--- config.mk ---
export PLATFORM = sky130hd
export DESIGN_NAME = a25_mem_port_arbiter_flat
export DESIGN_NICKNAME = d
export VERILOG_FILES = /design/src/rtl/a25_arb_pkg.sv /design/src/rtl/a25_mem_port_arbiter_if.sv /design/src/rtl/a25_arb_sat_counter.sv /design/src/rtl/a25_mem_port_arbiter.sv /design/src/flat_wrapper.sv
export SDC_FILE = /design/constraint.sdc
export NUM_CORES = 1
export LEC_CHECK = 0
export CAP_MARGIN = 20
export CORE_MARGIN = 10
export CORE_UTILIZATION = 39
export DETAILED_ROUTE_END_ITERATION = 8
export GPL_TIMING_DRIVEN = 0
export PLACE_DENSITY = 0.79
export SLEW_MARGIN = 20
export SYNTH_ARGS = -nofsm -noshare
export SYNTH_HDL_FRONTEND = slang
export SYNTH_SLANG_ARGS = --single-unit
--- constraint.sdc ---
create_clock -name clk -period 2.2 [get_ports clk]
set_input_delay 0.33 -clock clk [delete_from_list [all_inputs] [get_ports clk]]
set_output_delay 0.33 -clock clk [all_outputs]
set_load 0.05 [all_outputs]
--- src/rtl/a25_arb_pkg.sv ---
// Shared types and constants for the a25 memory-port arbiter.
//   arb_state_t : arbiter FSM states
//   arb_src_t   : error source encoding reported on o_err_src
//   BE_W/BE_ALL : byte-enable width and the full-word enable used for fetches
//   cnt_w()     : counter width needed to hold 0..limit (never below 1 bit)
package a25_arb_pkg;

    typedef enum logic [1:0] {
        IDLE  = 2'd0,
        GNT_I = 2'd1,
        GNT_D = 2'd2
    } arb_state_t;

    typedef enum logic {
        SRC_I = 1'b0,
        SRC_D = 1'b1
    } arb_src_t;

    localparam int unsigned BE_W = 4;
    localparam logic [BE_W-1:0] BE_ALL = 4'hF;

    function automatic int unsigned cnt_w(input int unsigned limit);
        return (limit < 2) ? 1 : 32'($clog2(limit + 1));
    endfunction

endpackage

--- src/rtl/a25_mem_port_arbiter_if.sv ---
// Signal bundle between the a25 fetch/data requesters, the arbiter and the bus.
//   slave  : arbiter view (requests and bus responses in, grants/acks/bus out)
//   master : requester/bus-model view (the mirror image)
interface a25_mem_port_arbiter_if #(
    parameter int unsigned ADDR_W = 32,
    parameter int unsigned DATA_W = 32
);
    import a25_arb_pkg::*;

    // fetch port
    logic              i_ireq;
    logic [ADDR_W-1:0] i_iaddr;
    logic              o_iack;
    logic [DATA_W-1:0] o_irdata;
    // data port
    logic              i_dreq;
    logic [ADDR_W-1:0] i_daddr;
    logic              i_dwe;
    logic [BE_W-1:0]   i_dbe;
    logic [DATA_W-1:0] i_dwdata;
    logic              o_dack;
    logic [DATA_W-1:0] o_drdata;
    // shared bus
    logic              o_bus_cyc;
    logic [ADDR_W-1:0] o_bus_adr;
    logic              o_bus_we;
    logic [BE_W-1:0]   o_bus_sel;
    logic [DATA_W-1:0] o_bus_dat;
    logic              i_bus_ack;
    logic              i_bus_err;
    logic [DATA_W-1:0] i_bus_dat;
    // status
    logic              o_mem_stall;
    logic              o_err_valid;
    logic              o_err_src;
    logic              o_err_timeout;

    modport slave (
        input  i_ireq, i_iaddr, i_dreq, i_daddr, i_dwe, i_dbe, i_dwdata,
               i_bus_ack, i_bus_err, i_bus_dat,
        output o_iack, o_irdata, o_dack, o_drdata,
               o_bus_cyc, o_bus_adr, o_bus_we, o_bus_sel, o_bus_dat,
               o_mem_stall, o_err_valid, o_err_src, o_err_timeout
    );

    modport master (
        output i_ireq, i_iaddr, i_dreq, i_daddr, i_dwe, i_dbe, i_dwdata,
               i_bus_ack, i_bus_err, i_bus_dat,
        input  o_iack, o_irdata, o_dack, o_drdata,
               o_bus_cyc, o_bus_adr, o_bus_we, o_bus_sel, o_bus_dat,
               o_mem_stall, o_err_valid, o_err_src, o_err_timeout
    );

endinterface

--- src/rtl/a25_arb_sat_counter.sv ---
// Saturating up-counter with synchronous clear.
//   clk, reset : clock, synchronous active-high reset
//   inc        : count up by one (holds once LIMIT is reached)
//   clr        : return to zero, takes priority over inc
//   at_limit   : count equals LIMIT
module a25_arb_sat_counter
    import a25_arb_pkg::*;
#(
    parameter int unsigned LIMIT = 4,
    parameter int unsigned WIDTH = cnt_w(LIMIT)
) (
    input  logic clk,
    input  logic reset,
    input  logic inc,
    input  logic clr,
    output logic at_limit
);

    logic [WIDTH-1:0] cnt;

    assign at_limit = (cnt == WIDTH'(LIMIT));

    always_ff @(posedge clk) begin
        if (reset) begin
            cnt <= '0;
        end else if (clr) begin
            cnt <= '0;
        end else if (inc && !at_limit) begin
            cnt <= cnt + WIDTH'(1);
        end
    end

endmodule

--- src/rtl/a25_mem_port_arbiter.sv ---
// Arbitrates the shared memory bus between the a25 fetch and data ports.
// Data has fixed priority; a fetch is forced through after STARVE_LIMIT data
// grants. Each transfer ends on bus ack, bus error or a TIMEOUT-cycle limit,
// and is answered with a one-cycle ack pulse on the granted port.
//   clk, reset : clock, synchronous active-high reset
//   port       : fetch port, data port, shared bus and error/stall status
module a25_mem_port_arbiter
    import a25_arb_pkg::*;
#(
    parameter int unsigned ADDR_W       = 32,
    parameter int unsigned DATA_W       = 32,
    parameter int unsigned STARVE_LIMIT = 4,
    parameter int unsigned TIMEOUT      = 15
) (
    input  logic                   clk,
    input  logic                   reset,
    a25_mem_port_arbiter_if.slave  port
);

    localparam int unsigned TMO_LIMIT = TIMEOUT - 1;

    arb_state_t        state;
    logic              ireq_eff;
    logic              dreq_eff;
    logic              turnaround;
    logic              in_gnt;
    logic              grant_d;
    logic              grant_i;
    logic              term;
    logic              bus_fault;
    logic [DATA_W-1:0] rdata_c;
    logic              starve_inc;
    logic              starve_clr;
    logic              starve_full;
    logic              tmo_full;

    // A request is not re-granted in the cycle its own ack pulse is out.
    assign ireq_eff = port.i_ireq & ~port.o_iack;
    assign dreq_eff = port.i_dreq & ~port.o_dack;

    // No grant while any ack pulse is out: a port being acked must not lose to
    // the other port just because its own request is masked. This also sets
    // the 3-cycle cadence per transfer with a single-cycle bus ack.
    assign turnaround = port.o_iack | port.o_dack;
    assign in_gnt     = (state != IDLE);

    assign grant_d = (state == IDLE) & ~turnaround & dreq_eff & (~ireq_eff | ~starve_full);
    assign grant_i = (state == IDLE) & ~turnaround & ~grant_d & ireq_eff;

    // Terminate on ack, error or the last allowed cycle; ack beats the timeout.
    assign term      = in_gnt & (port.i_bus_ack | port.i_bus_err | tmo_full);
    assign bus_fault = port.i_bus_err | ~port.i_bus_ack;
    assign rdata_c   = bus_fault ? DATA_W'(0) : port.i_bus_dat;

    assign starve_inc = grant_d & ireq_eff;
    assign starve_clr = grant_i | ((state == IDLE) & ~ireq_eff);

    assign port.o_mem_stall = port.i_dreq & ~port.o_dack;

    // Data grants taken while a fetch waits.
    a25_arb_sat_counter #(.LIMIT(STARVE_LIMIT)) u_starve_cnt (
        .clk      (clk),
        .reset    (reset),
        .inc      (starve_inc),
        .clr      (starve_clr),
        .at_limit (starve_full)
    );

    // Cycles spent in the current grant.
    a25_arb_sat_counter #(.LIMIT(TMO_LIMIT)) u_tmo_cnt (
        .clk      (clk),
        .reset    (reset),
        .inc      (in_gnt),
        .clr      (term),
        .at_limit (tmo_full)
    );

    // FSM with registered bus, ack and error outputs.
    always_ff @(posedge clk) begin
        if (reset) begin
            state              <= IDLE;
            port.o_iack        <= 1'b0;
            port.o_irdata      <= '0;
            port.o_dack        <= 1'b0;
            port.o_drdata      <= '0;
            port.o_bus_cyc     <= 1'b0;
            port.o_bus_adr     <= '0;
            port.o_bus_we      <= 1'b0;
            port.o_bus_sel     <= '0;
            port.o_bus_dat     <= '0;
            port.o_err_valid   <= 1'b0;
            port.o_err_src     <= 1'b0;
            port.o_err_timeout <= 1'b0;
        end else begin
            port.o_iack      <= 1'b0;
            port.o_dack      <= 1'b0;
            port.o_err_valid <= 1'b0;
            case (state)
                IDLE: begin
                    if (grant_d) begin
                        state          <= GNT_D;
                        port.o_bus_cyc <= 1'b1;
                        port.o_bus_adr <= ADDR_W'(port.i_daddr);
                        port.o_bus_we  <= port.i_dwe;
                        port.o_bus_sel <= port.i_dbe;
                        port.o_bus_dat <= port.i_dwdata;
                    end else if (grant_i) begin
                        state          <= GNT_I;
                        port.o_bus_cyc <= 1'b1;
                        port.o_bus_adr <= ADDR_W'(port.i_iaddr);
                        port.o_bus_we  <= 1'b0;
                        port.o_bus_sel <= BE_ALL;
                        port.o_bus_dat <= DATA_W'(0);
                    end
                end
                GNT_I, GNT_D: begin
                    if (term) begin
                        state          <= IDLE;
                        port.o_bus_cyc <= 1'b0;
                        if (state == GNT_D) begin
                            port.o_dack   <= 1'b1;
                            port.o_drdata <= rdata_c;
                        end else begin
                            port.o_iack   <= 1'b1;
                            port.o_irdata <= rdata_c;
                        end
                        if (bus_fault) begin
                            port.o_err_valid   <= 1'b1;
                            port.o_err_src     <= (state == GNT_D) ? SRC_D : SRC_I;
                            port.o_err_timeout <= ~port.i_bus_err;
                        end
                    end
                end
                default: begin
                    state          <= IDLE;
                    port.o_bus_cyc <= 1'b0;
                end
            endcase
        end
    end

endmodule

--- src/flat_wrapper.sv ---
// flat-port wrapper written by rule: the top's interface ports become plain ports
module a25_mem_port_arbiter_flat import a25_arb_pkg::*;
#(
    parameter int unsigned ADDR_W       = 32,
    parameter int unsigned DATA_W       = 32,
    parameter int unsigned STARVE_LIMIT = 4,
    parameter int unsigned TIMEOUT      = 15
)
  (clk, reset, port_i_ireq, port_i_iaddr, port_i_dreq, port_i_daddr, port_i_dwe, port_i_dbe, port_i_dwdata, port_i_bus_ack, port_i_bus_err, port_i_bus_dat, port_o_iack, port_o_irdata, port_o_dack, port_o_drdata, port_o_bus_cyc, port_o_bus_adr, port_o_bus_we, port_o_bus_sel, port_o_bus_dat, port_o_mem_stall, port_o_err_valid, port_o_err_src, port_o_err_timeout);
  a25_mem_port_arbiter_if #(.ADDR_W(ADDR_W), .DATA_W(DATA_W)) port_i ();
  input  logic clk;
  input  logic reset;
  input wire logic [$bits(port_i.i_ireq)-1:0] port_i_ireq;
  input wire logic [$bits(port_i.i_iaddr)-1:0] port_i_iaddr;
  input wire logic [$bits(port_i.i_dreq)-1:0] port_i_dreq;
  input wire logic [$bits(port_i.i_daddr)-1:0] port_i_daddr;
  input wire logic [$bits(port_i.i_dwe)-1:0] port_i_dwe;
  input wire logic [$bits(port_i.i_dbe)-1:0] port_i_dbe;
  input wire logic [$bits(port_i.i_dwdata)-1:0] port_i_dwdata;
  input wire logic [$bits(port_i.i_bus_ack)-1:0] port_i_bus_ack;
  input wire logic [$bits(port_i.i_bus_err)-1:0] port_i_bus_err;
  input wire logic [$bits(port_i.i_bus_dat)-1:0] port_i_bus_dat;
  output wire logic [$bits(port_i.o_iack)-1:0] port_o_iack;
  output wire logic [$bits(port_i.o_irdata)-1:0] port_o_irdata;
  output wire logic [$bits(port_i.o_dack)-1:0] port_o_dack;
  output wire logic [$bits(port_i.o_drdata)-1:0] port_o_drdata;
  output wire logic [$bits(port_i.o_bus_cyc)-1:0] port_o_bus_cyc;
  output wire logic [$bits(port_i.o_bus_adr)-1:0] port_o_bus_adr;
  output wire logic [$bits(port_i.o_bus_we)-1:0] port_o_bus_we;
  output wire logic [$bits(port_i.o_bus_sel)-1:0] port_o_bus_sel;
  output wire logic [$bits(port_i.o_bus_dat)-1:0] port_o_bus_dat;
  output wire logic [$bits(port_i.o_mem_stall)-1:0] port_o_mem_stall;
  output wire logic [$bits(port_i.o_err_valid)-1:0] port_o_err_valid;
  output wire logic [$bits(port_i.o_err_src)-1:0] port_o_err_src;
  output wire logic [$bits(port_i.o_err_timeout)-1:0] port_o_err_timeout;
  assign port_i.i_ireq = port_i_ireq;
  assign port_i.i_iaddr = port_i_iaddr;
  assign port_i.i_dreq = port_i_dreq;
  assign port_i.i_daddr = port_i_daddr;
  assign port_i.i_dwe = port_i_dwe;
  assign port_i.i_dbe = port_i_dbe;
  assign port_i.i_dwdata = port_i_dwdata;
  assign port_i.i_bus_ack = port_i_bus_ack;
  assign port_i.i_bus_err = port_i_bus_err;
  assign port_i.i_bus_dat = port_i_bus_dat;
  assign port_o_iack = port_i.o_iack;
  assign port_o_irdata = port_i.o_irdata;
  assign port_o_dack = port_i.o_dack;
  assign port_o_drdata = port_i.o_drdata;
  assign port_o_bus_cyc = port_i.o_bus_cyc;
  assign port_o_bus_adr = port_i.o_bus_adr;
  assign port_o_bus_we = port_i.o_bus_we;
  assign port_o_bus_sel = port_i.o_bus_sel;
  assign port_o_bus_dat = port_i.o_bus_dat;
  assign port_o_mem_stall = port_i.o_mem_stall;
  assign port_o_err_valid = port_i.o_err_valid;
  assign port_o_err_src = port_i.o_err_src;
  assign port_o_err_timeout = port_i.o_err_timeout;
  a25_mem_port_arbiter #(.ADDR_W(ADDR_W), .DATA_W(DATA_W), .STARVE_LIMIT(STARVE_LIMIT), .TIMEOUT(TIMEOUT)) u_core (.clk(clk), .reset(reset), .port(port_i));
endmodule
==> impl_metrics.ini, run 1 <==
[pwr]
clkPwrFrac_pct = 32.8
power.total_mw = 8.629
combPwrFrac_pct = 31.0
p_int_mw = 5.708
p_switching_mw = 2.922
vdd_drop_max_mv = 0.5452
seqPwrFrac_pct = 36.2
swShare_pct = 33.86
p_per_area_nw_per_um2 = 968.4
leakage_nw = 3.480

[clock_network]
cts_setup_buffers = 0
clock_path_buffers = 2
cts_tree = yes
cts_sinks = 148
cts.htree.levels = 4
numCtsBuffers = 17
ctsResizeCount = 1
postCtsHoldBufs = 0
clk-insertion-delay-late_ns = 0.41
root_buffer = clkbuf_16
clk_pin_slew_ns = 0.05

[layout]
drive_gt1_share_pct = 8.049
final_common_cell = clkdlybuf4s50_1
n_fill_cell = 1000
regArea_um2 = 2963
diodes = 0
final_cells = 996
area_growth_pct = 67.46
final_cell_mix = clkdlybuf4s50_1, dfxtp_1, a22o_1
num-nets-final = 955
multi_input_area_um2 = 2098

[logic_synthesis]
syn_area_um2 = 5321
yosysWarnings = 0
ys.flop_type = dfxtp_1
synthesis.nets = 659
ys_ff_latch = 148
syn_inst = 512
synth_seq_area_share_pct = 55.68
async_reset_ff_share_pct = 0
synth.avg_cell_area_um2 = 10.39
synth-edff-count = 0
synthDistinctLibCells = 40

[sta]
slew_viol_final = 0
hold_violations = 0
setup_slack_ns = 0.1403
fin_crit_ns = 2.060
rsz0062_at_grt = true
relSlewSlack_pct = 61.88
fmax_ghz = 0.4855
setup_viol = 0
fin_skew_ns = 0.006628
tightest_slew_ns = 0.5700
finalCritPeriodShare_pct = 93.62

[flow_run]
cap_violations = 0

[place]
dpl.hpwl_mm = 15.54
dp_slack_ns = -0.03275
gp_congestion = 0.8766
io_buffers = 277
placed_cells = 965

[drt]
routed_wl_mm = 19.51
vias_per_cell = 5.199
initialDrtViolationCount = 247
ant_nets = 0
drt-pass1-iter-count = 5
wl_per_cell_um = 19.59
dr_total_vias = 5178
drc_errors = 0

[critical_path]
worstPathMaxFanout = 6
cp_slowest_cell = clkdlybuf4s50_1
path_cells = clkdlybuf4s50_1
worst-path-buf-inv = 1
critPathMaxStageDelay_ns = 0.89
cp-end-kind = output pin
cp-start-kind = register
required_ns = 1.87
worstPathArrival_ns = 1.73
crit_family = buffers and inverters
criticalPathCategory = register to output pin

[grt]
grtUsageTotal_pct = 20.00
grt_pass1_wl_mm = 29.67
grt_max_degree = 17
gr-total-overflow = 0
antenna_found_initial = 0
grt_pass1_vias = 5394

[worst_hold_path]
hp-class = register to register

[run_status]
status = finished, final reports clean

[floorplanning]
core_um2 = 13300
dieArea_um2 = 18720
die_x_um = 136.8
initial_core_util_pct = 40.02
die_height_um = 136.8
rows = 42
io-pin-count = 279
metrics by stage:
stage | util, % | cell area (um^2) | hold slack (ns) | TNS, ns
detailed placement | 62.54 | 8314 | 0.4532 | -0.03275
CTS | 66.87 | 8891 | 0.4492 | 0
finish | 67.02 | 8911 | 0.4692 | 0
global route | 67.02 | 8911 | 0.4815 | -0.7463
global placement | 62.54 | 8314 | 0.4553 | -0.02664
floorplan | - | 5321 | 0.4270 | 0
final timing paths:
| path | start | endpoint | slack, ns | cells after the start |
|---|---|---|---|---|
| worst max-delay path | u_core.port.o_dack | port_o_dack | 0.14 | 1 |
| worst min-delay path | u_core.port.o_drdata[30] | u_core.port.o_drdata[30] | 0.47 | 1 |
| worst max register to register | u_core.u_tmo_cnt.cnt[0] | u_core.port.o_drdata[29] | 0.14 | 7 |
| worst min register to register | u_core.port.o_drdata[30] | u_core.port.o_drdata[30] | 0.47 | 1 |
flip-flops by register name (all words and copies together) (netlist names):
name,cells
u_core.port.o_bus_cyc,1
u_core.port.o_drdata,32
u_core.u_tmo_cnt.cnt,4
u_core.u_starve_cnt.cnt,3
u_core.port.o_bus_we,1
u_core.port.o_iack,1
u_core.port.o_err_timeout,1
u_core.port.o_dack,1
u_core.port.o_bus_sel,4
u_core.port.o_bus_adr,32
u_core.port.o_err_src,1
u_core.port.o_err_valid,1
u_core.state,2
u_core.port.o_irdata,32
u_core.port.o_bus_dat,32
synthesized netlist by cell type, types with 2 or more instances:
cell type / n / area, um^2
a2111oi_0: 2 / 17.52
a211oi_1: 5 / 37.54
a21oi_1: 2 / 10.01
a21oi_2: 2 / 17.52
a22o_1: 99 / 867.1
a311oi_1: 32 / 280.3
a31oi_1: 2 / 12.51
and2_1: 2 / 12.51
buf_1: 2 / 7.510
buf_2: 20 / 100.1
buf_4: 3 / 22.52
buf_6: 4 / 45.04
clkbuf_1: 12 / 45.04
dfxtp_1: 148 / 2963
ha_1: 8 / 100.1
inv_1: 13 / 48.80
nand2_1: 71 / 266.5
nand2b_1: 2 / 12.51
nand3_1: 4 / 20.02
nor2_1: 46 / 172.7
nor2b_1: 5 / 31.28
nor3_1: 7 / 35.03
o21ai_0: 3 / 15.01
xnor2_1: 2 / 17.52
cell type report:
type	count	share of cell area, %
flip-flops and latches	148	33.25
repair buffers	277	31.10
multi-input cells	310	23.55
clock buffers	22	5.322
plain buffers	41	2.598
well taps	176	2.471
clock inverters	9	1.165
inverters	13	0.5476
cells by family after synthesis:
family                     synth area share (%)
AOI/OAI and AO/OA                         24.45
adders and majority gates                 1.881
xor gates and xnor gates                 0.4939
and+or+nand+nor                           12.25
buffers and inverters                     5.055
DFF                                       55.68
muxes                                    0.1881
power groups by stage:
| stage | clock, mW | sequential (mW) | combinational (mW) |
|---|---|---|---|
| floorplan | 0 | 4.02 | 0.786 |
| global placement | 0 | 3.15 | 2.64 |
| detailed placement | 0 | 3.17 | 2.68 |
| CTS | 2.87 | 3.12 | 2.69 |
| global route | 2.99 | 3.15 | 2.84 |
| finish | 2.83 | 3.12 | 2.68 |
per-layer routing:
metal	GRT usage, %	wire length (um)	vias to the layer above
met5	0	0	-
met2	34.01	9438	237
met1	21.81	7519	2466
li1	-	-	2455
met3	9.384	2289	20
met4	5.855	268	0
Note: power is estimated with default switching activity, not from simulation.
==> run 2, diff against run 1 <==
--- a/config.mk
+++ b/config.mk
@@ -6,11 +6,10 @@
 export NUM_CORES = 1
 export LEC_CHECK = 0
 export CAP_MARGIN = 20
-export CORE_MARGIN = 10
 export CORE_UTILIZATION = 39
 export DETAILED_ROUTE_END_ITERATION = 8
-export GPL_TIMING_DRIVEN = 0
 export PLACE_DENSITY = 0.79
+export SKIP_LAST_GASP = 1
 export SLEW_MARGIN = 20
 export SYNTH_ARGS = -nofsm -noshare
 export SYNTH_HDL_FRONTEND = slang
==> impl_metrics.ini, run 2 (synthesized netlist as in run 1, its figures left out) <==
[place]
gp_congestion = 0.7735
dpl.hpwl_mm = 11.95
placedInstanceArea_um2 = 8319
placed_cells = 941
io_buffers = 278

[critical_path]
r2r_cells = 8
cp_slowest_cell = clkdlybuf4s50_1
criticalPathCategory = register to output pin
worst-path-buf-inv = 2
critPathMaxStageDelay_ns = 0.87
startpoint = u_core.port.o_dack
cp_num_cells = 2
required_ns = 1.87
worstPathMaxFanout = 5
path_cells = buf_4 -> clkdlybuf4s50_1
timing.rr.start = u_core.state[0]
crit_family = buffers and inverters
cp-end-kind = output pin
worstPathArrival_ns = 1.76
cp-start-kind = register
worst-r2r-setup-slack_ns = 0.18
r2r_end = u_core.port.o_bus_adr[22]
endpoint = port_o_dack

[worst_hold_path]
hp-class = input pin to register

[sta]
setup_viol = 0
fin_crit_ns = 2.089
slew_viol_final = 0
finalCritPeriodShare_pct = 94.98
rsz0062_at_grt = false
hold_violations = 0
fmax_ghz = 0.4786
fin_skew_ns = 0.006717
tightest_slew_ns = 0.7147
relSlewSlack_pct = 52.20

[clock_network]
cts_sinks = 148
numCtsBuffers = 17
clk_pin_slew_ns = 0.06
postCtsHoldBufs = 0
clock_path_buffers = 2
cts.htree.levels = 4
root_buffer = clkbuf_16
clk-insertion-delay-late_ns = 0.42
cts_tree = yes

[pwr]
p_per_area_nw_per_um2 = 963.0
leakage_nw = 3.436
vdd_drop_max_mv = 0.6767

[floorplanning]
rows = 42
die_x_um = 118.8
io-pin-count = 279
core_um2 = 13300
dieArea_um2 = 14120
initial_core_util_pct = 40.02
die_height_um = 118.8

[layout]
final_common_cell = clkdlybuf4s50_1
num-nets-final = 932
final_area_um2 = 8914
final_cells = 974
final_cell_mix = clkdlybuf4s50_1, dfxtp_1, a22o_1
drive_gt1_share_pct = 7.519
area_growth_pct = 67.51
diodes = 0

[drt]
ant_nets = 0
dr_total_vias = 5110
wl_per_cell_um = 17.44
drc_errors = 0
drt-pass1-iter-count = 4
vias_per_cell = 5.246
initialDrtViolationCount = 376
routed_wl_mm = 16.99

[grt]
grtUsageTotal_pct = 24.08
grt_pass1_vias = 5075
grt_max_degree = 43
antenna_found_initial = 0
gr-total-overflow = 0
grt_pass1_wl_mm = 26.36

[run_status]
status = finished, final reports clean

[flow_run]
cap_violations = 0
-- run 2: layer usage --
layer,vias to the layer above,routed length [um],track usage [%],share of wire [%]
li1,2418,-,-,-
met1,2424,6768,26.73,40
met2,240,8532,42.54,50
met3,28,1377,8.333,8.1
met4,0,312,8.386,1.8
met5,-,0,0,0
-- run 2: worst reg2reg max path, cell delays in order (launching register included) --
cell	delay [ns]
dfxtp_1	0.34
inv_1	0.10
ha_1	0.16
or3b_4	0.43
buf_4	0.18
nor2_8	0.11
buf_6	0.23
nor2_1	0.07
a311oi_1	0.29
-- run 2: worst min-delay path by stage --
| stage | slack (ns) | startpoint | end | depth (start not counted) |
|---|---|---|---|---|
| CTS | 0.26 | reset | u_core.port.o_err_src | 2 |
| global placement | 0.46 | u_core.port.o_drdata[22] | u_core.port.o_drdata[22] | 1 |
| finish | 0.29 | reset | u_core.port.o_err_src | 2 |
| floorplan | 0.43 | port_i_bus_err | u_core.port.o_err_timeout | 1 |
| global route | 0.31 | reset | u_core.port.o_err_src | 2 |
| detailed placement | 0.45 | u_core.port.o_drdata[15] | u_core.port.o_drdata[15] | 1 |
-- run 2: what timing repair did --
| action | CTS | global route |
|---|---|---|
| resized for setup | 0 | 2 |
| hold endpoints to repair | 0 | 0 |
| endpoints found under the setup margin | 33 | 18 |
| setup buffers | 0 | 0 |
| pin swaps | 1 | 0 |
| cloned | 1 | 0 |
-- run 2: metrics by stage --
stage	util, %	setup TNS, ns	setup WS, ns	hold WS (ns)	total power [mW]
global route	67.04	0	0.01572	0.3055	8.929
floorplan	-	0	0.4942	0.4270	4.808
finish	67.04	0	0.1106	0.2860	8.584
detailed placement	62.57	-3.285	-0.1195	0.4532	5.802
global placement	62.57	-0.9532	-0.03055	0.4554	5.744
CTS	66.97	0	0.01689	0.2608	8.645
-- run 2: cell type report --
| class | count | area [um^2] |
|---|---|---|
| timing repair buffer | 294 | 2999 |
| sequential | 148 | 2963 |
| multi-input combinational | 311 | 2108 |
| fill | 985 | 4382 |
| tap | 176 | 220.2 |
| clock inverter | 14 | 145.1 |
| inverter | 13 | 48.80 |
| clock buffer | 18 | 429.2 |
-- run 2: power breakdown --
part / total [mW] / internal (mW) / switching [mW]
clock: 2.82 / 1.59 / 1.22
combinational: 2.65 / 1.01 / 1.64
sequential: 3.12 / 2.96 / 0.161
total: 8.58 / 5.56 / 3.03
